### config.mk
export PLATFORM = sky130hd
export DESIGN_NAME = shift_seq_ctrl
export DESIGN_NICKNAME = d
export VERILOG_FILES = /design/src/rtl/shift_seq_ctrl.sv
export SDC_FILE = /design/constraint.sdc
export NUM_CORES = 1
export LEC_CHECK = 0
export ABC_AREA = 0
export CORE_MARGIN = 3
export CORE_UTILIZATION = 26
export DETAILED_ROUTE_END_ITERATION = 8
export GPL_ROUTABILITY_DRIVEN = 0
export PLACE_DENSITY_LB_ADDON = 0.3
export SLEW_MARGIN = 5
export SYNTH_ARGS = -nofsm -noshare
export SYNTH_HDL_FRONTEND = slang
export SYNTH_SLANG_ARGS = --single-unit
### constraint.sdc
create_clock -name clk -period 5 [get_ports clk]
set_clock_uncertainty 0.2 [all_clocks]
set_input_delay 0.75 -clock clk [delete_from_list [all_inputs] [get_ports clk]]
set_output_delay 0.75 -clock clk [all_outputs]
set_load 0.1 [all_outputs]
### src/rtl/shift_seq_ctrl.sv
// Serialises a 4-bit word MSB-first into an external shift register, one sr_en pulse every div+1 cycles, then captures and checks sr_q.
// Latency with div=0: 4 shift cycles + CAPTURE + DONE; in_ready low until the result is taken (out_ready stalls DONE).
module shift_seq_ctrl #(
  parameter int DIV_W = 4
) (
  input  logic             clk,
  input  logic             rst,
  input  logic             in_valid,
  input  logic [3:0]       in_data,
  output logic             in_ready,
  input  logic [DIV_W-1:0] div,
  output logic             sr_en,
  output logic             sr_d,
  input  logic [3:0]       sr_q,
  output logic             out_valid,
  output logic [3:0]       out_data,
  output logic             out_err,
  input  logic             out_ready,
  output logic             busy
);

  typedef enum logic [1:0] {IDLE, SHIFT, CAPTURE, DONE} state_e;

  state_e           state_q, state_d;
  logic [3:0]       hold_q, hold_d;
  logic [DIV_W-1:0] div_l_q, div_l_d;
  logic [DIV_W-1:0] presc_q, presc_d;
  logic [1:0]       bitcnt_q, bitcnt_d;
  logic [3:0]       out_data_q, out_data_d;
  logic             out_err_q, out_err_d;

  always_ff @(posedge clk or negedge rst) begin
    if (!rst) begin
      state_q    <= IDLE;
      hold_q     <= '0;
      div_l_q    <= '0;
      presc_q    <= '0;
      bitcnt_q   <= '0;
      out_data_q <= '0;
      out_err_q  <= 1'b0;
    end else begin
      state_q    <= state_d;
      hold_q     <= hold_d;
      div_l_q    <= div_l_d;
      presc_q    <= presc_d;
      bitcnt_q   <= bitcnt_d;
      out_data_q <= out_data_d;
      out_err_q  <= out_err_d;
    end
  end

  always_comb begin
    state_d    = state_q;
    hold_d     = hold_q;
    div_l_d    = div_l_q;
    presc_d    = presc_q;
    bitcnt_d   = bitcnt_q;
    out_data_d = out_data_q;
    out_err_d  = out_err_q;
    in_ready   = 1'b0;
    sr_en      = 1'b0;
    sr_d       = 1'b0;
    out_valid  = 1'b0;
    case (state_q)
      IDLE: begin
        in_ready = 1'b1;
        if (in_valid) begin
          hold_d   = in_data;
          div_l_d  = div;
          presc_d  = div;
          bitcnt_d = 2'd0;
          state_d  = SHIFT;
        end
      end
      SHIFT: begin
        if (presc_q != '0) begin
          presc_d = presc_q - DIV_W'(1);
        end else begin
          // Pulse cycle: the latched period reloads so later div changes are ignored
          sr_en    = 1'b1;
          sr_d     = hold_q[2'd3 - bitcnt_q];
          bitcnt_d = bitcnt_q + 2'd1;
          presc_d  = div_l_q;
          if (bitcnt_q == 2'd3) state_d = CAPTURE;
        end
      end
      CAPTURE: begin
        out_data_d = sr_q;
        out_err_d  = (sr_q != hold_q);
        state_d    = DONE;
      end
      DONE: begin
        out_valid = 1'b1;
        if (out_ready) state_d = IDLE;
      end
      default: state_d = IDLE;
    endcase
  end

  assign busy     = (state_q != IDLE);
  assign out_data = out_data_q;
  assign out_err  = out_err_q;

endmodule

# After elaboration in Yosys (flattened, before gate mapping)
# Index checks and enable logic that the tools add are counted.
# totals
regBits,21
out_inout_bits,10
wordCells,47
# classes
n_addsub,3
order_cmp,1
eq_ne,9
muxes,19
n_reduce_logical,8
# ops
op,n
$mux W2,6
$mux W4,2
$ne A2 B2 Y1 const B,4
$pmux W2 S4,1
$pmux W4 S2,1
$mux W1,7
$eq A2 B2 Y1 const B,3
$ne A4 B4 Y1,1
$pmux W2 S2,1
$reduce_and A2 Y1,2
$reduce_and A4 Y1,1
$reduce_bool A2 Y1,2
$reduce_bool A4 Y1,1
$sub A4 B1 Y4 const B,1
$lt A2 B3 Y1 const B,1
$reduce_and A3 Y1,1
$add A2 B1 Y2 const B,1
$bmux W1 S2,1
$eq A2 B1 Y1 const B,1
$logic_not A2 Y1,1
$sub A2 B2 Y2 const A,1

# Depth between registers and ports, before layout
# logic_depth
depth_word,5
ltp_mapped,6
mapped_depth_nobuf,5

# Worst setup path after synthesis
# OpenSTA, ideal clock, no wires.
# synth_path
path_type,reg2out
from,register state_q[1]
to,output port sr_d
arrival_ps,2124
path_slack_ps,1926
path_stages_with_launch,5
n_path_buf,0
cell_sequence,dfrtp_1 -> inv_1 -> ha_1 -> and4bb_2 -> and2_1
# synth_between
elab_chain_cells,2
# synth_rtl
item,line,text
from (decl),24,"state_e state_q, state_d;"
from (signal assigned),42,state_q <= state_d;
$eq A2 B1 Y1,64,case (state_q)
$mux W1,64,
to (decl),13,"output logic sr_d,"
# Every way passes these cells.

# Final worst setup path
# Ends and elaborated chain as after synthesis.

==> out/metrics.yaml <==
numPortBuffers: 25
finalSetupViolCount: 0
syn_to_final_growth_pct: 29.7
min_period_over_period_pct: 75.1
antenna_found_initial: 0
grt_pass1_vias: 841
drive_gt1_share_pct: 17.6
ant_nets: 0
fin_setup_tns_ps: 0
core_um2: 4170
cp_max_fo: 12
regToRegSetupSlack_ps: 2950
tightest_slew_ps: 977
vias_per_cell: 4.67
post-place-ws_ps: 1540
drt-initial-drc-count: 34
n_antenna_cell: 0
wirelength_mm: 2.47
status: "finished clean"
cts_tree: "done"
rsz0062_at_grt: "false"
cts_buffers: 3
grt_max_degree: 22
grt.overflow.total: 0
io_pins: 26
timing_hold_violations_final: 0
path_class: "register to output port"
track_usage_pct: 10.1
end_kind: "output port"
die_w_um: 73.1
rr_endpoint: "presc_q[2]"
r2r.worst_path.cells: 5
firstDrtPassIters: 4
crit_required_ps: 4050
drc: 0
htree_levels: 1
relSlewSlack_pct: 34.7
row_count: 23
synth_area_per_cell_um2: 11.8
fin_hold_ws_ps: 315
r2r-start: "state_q[0]"
syn_inst: 99
synth_fp_nets: 122
slew_violations: 0
yosys_warnings: 0
start_util_pct: 28.0
dp_hpwl_mm: 1.91
postCtsSetupRepairBufs: 0
fin_ws_ps: 1240
die_y_um: 73.1
critPathLaunchType: "register"
n_fill_cell: 415
nets: 149
hp-start: "div_l_q[1]"
cts-root-buf: "clkbuf_8"
maxCapViolCount: 0
clk_pin_slew_ps: 80
grt_pass1_wl_mm: 4.15
vias: 817
synth.yosys.seq_area_share_pct: 44.9
yosysUniqueCellTypes: 34
max_freq_ghz: 0.266
syn_area_um2: 1170
holdPathStages: 1
synth-seq-cells: 21
cts.sinks: 21
period_needed_ps: 3760
dieArea_um2: 5340
cts_resized: 0
wl_per_cell_um: 14.1
clk_latency_ps: 260
hold_buffers: 0
clock_path_buffers: 2
cp.arrival_ps: 2810
hold_class: "register to register"
holdPathEnd: "presc_q[1]"
cells by family (layout without fill, tap and decap cells):
kind of cell	count (synthesis)	count (layout)	synth area share [%]
flops	21	21	44.9
mux	16	16	16.5
buf+inv	11	37	3.74
compound gates	16	16	11.8
xor+xnor	4	4	2.99
fa+ha+maj	7	7	7.49
simple gates	24	24	12.6
how the worst max path moves through the flow:
stage | from | endpoint | slack [ps] | cells after the start
finish | state_q[1] | sr_d | 1240 | 5
floorplan | state_q[1] | sr_d | 1930 | 4
global route | state_q[1] | sr_d | 1120 | 5
global placement | state_q[1] | sr_d | 1610 | 5
detailed placement | state_q[1] | sr_d | 1540 | 5
CTS | state_q[1] | sr_d | 1230 | 5
metal layers:
layer  share of wire (%)  global-route usage, %  routed length, um  up-vias
met3                 5.9                   2.89                145        2
met2                  45                   15.7               1110       23
li1                    -                      -                  -      403
met5                   0                      0                  0        -
met4                0.73                   2.46                 18        0
met1                  48                   13.8               1200      389
final cells by class:
class | instances | area (um^2) | share of cell area (%)
inverters | 8 | 30.0 | 1.98
repair buffers | 25 | 250 | 16.5
flip-flops and latches | 21 | 526 | 34.6
clock inverters | 1 | 7.51 | 0.495
clock buffers | 3 | 41.3 | 2.72
multi-input cells | 67 | 601 | 39.6
well taps | 50 | 62.6 | 4.12
critical path: stages, from the launching register on:
cell and delay [ps]:
dfrtp_1 420, inv_1 110, ha_1 400, and4bb_2 350, and2_1 140, clkdlybuf4s50_1 1130
cells in the final DEF, fill, tap and decap left out:
| master | synthesis | routed |
|---|---|---|
| a2111oi_2 | 1 | 1 |
| a21oi_1 | 3 | 3 |
| a221o_1 | 1 | 1 |
| a22o_1 | 2 | 2 |
| a2bb2oi_1 | 1 | 1 |
| and2_1 | 2 | 2 |
| and4bb_2 | 1 | 1 |
| clkbuf_8 | 0 | 3 |
| clkdlybuf4s50_1 | 0 | 25 |
| clkinvlp_4 | 0 | 1 |
| dfrtp_1 | 21 | 21 |
| ha_1 | 7 | 7 |
| inv_1 | 8 | 8 |
| mux2_1 | 1 | 1 |
| mux2_2 | 12 | 12 |
| mux2i_1 | 1 | 1 |
| mux2i_2 | 1 | 1 |
| mux4_2 | 1 | 1 |
| nand2_1 | 4 | 4 |
| nand2b_1 | 6 | 6 |
| nor2_1 | 3 | 3 |
| nor2b_1 | 3 | 3 |
| nor3b_1 | 1 | 1 |
| nor3b_2 | 1 | 1 |
| nor4_1 | 1 | 1 |
| o2111a_1 | 1 | 1 |
| o211ai_1 | 1 | 1 |
| o21ba_2 | 1 | 1 |
| o221ai_1 | 2 | 2 |
| o2bb2ai_1 | 1 | 1 |
| o311ai_0 | 1 | 1 |
| o31ai_1 | 1 | 1 |
| or2b_1 | 1 | 1 |
| or3_1 | 1 | 1 |
| xor2_1 | 4 | 4 |
metrics by stage:
| stage | util [%] | instance area, um^2 | std cells |
|---|---|---|---|
| floorplan | - | 1170 | 99 |
| global placement | 35.2 | 1470 | 171 |
| detailed placement | 35.2 | 1470 | 171 |
| CTS | 36.4 | 1520 | 175 |
| global route | 36.4 | 1520 | 175 |
| finish | 36.4 | 1520 | 175 |
flip-flops by register name, indices dropped and copies added, names as in the netlist:
| name | count |
|---|---|
| out_data | 4 |
| out_err | 1 |
| bitcnt_q | 2 |
| hold_q | 4 |
| div_l_q | 4 |
| presc_q | 4 |
| state_q | 2 |
cells in the mapped netlist:
master	instances	area, um^2
clkbuf_1	1	3.75
mux2i_2	1	13.8
buf_2	2	10.0
mux2i_1	1	10.0
o2bb2ai_1	1	8.76
o211ai_1	1	7.51
nor2b_1	3	18.8
a22o_1	2	17.5
mux4_2	1	22.5
nor3b_2	1	12.5
o311ai_0	1	8.76
a221o_1	1	10.0
nand2_1	4	15.0
o2111a_1	1	11.3
mux2_2	12	135
and4bb_2	1	12.5
a2bb2oi_1	1	8.76
nor3b_1	1	7.51
mux2_1	1	11.3
ha_1	7	87.6
a21oi_1	3	15.0
o31ai_1	1	7.51
dfrtp_1	21	526
and2_1	2	12.5
or2b_1	1	7.51
nor2_1	3	11.3
nand2b_1	6	37.5
o221ai_1	2	17.5
o21ba_2	1	10.0
a2111oi_2	1	15.0
inv_1	8	30.0
xor2_1	4	35.0
or3_1	1	6.26
nor4_1	1	6.26
Power is left out: the tool's default activity adds up to more than one toggle a clock period on the data nets, which glitch-free logic cannot reach.
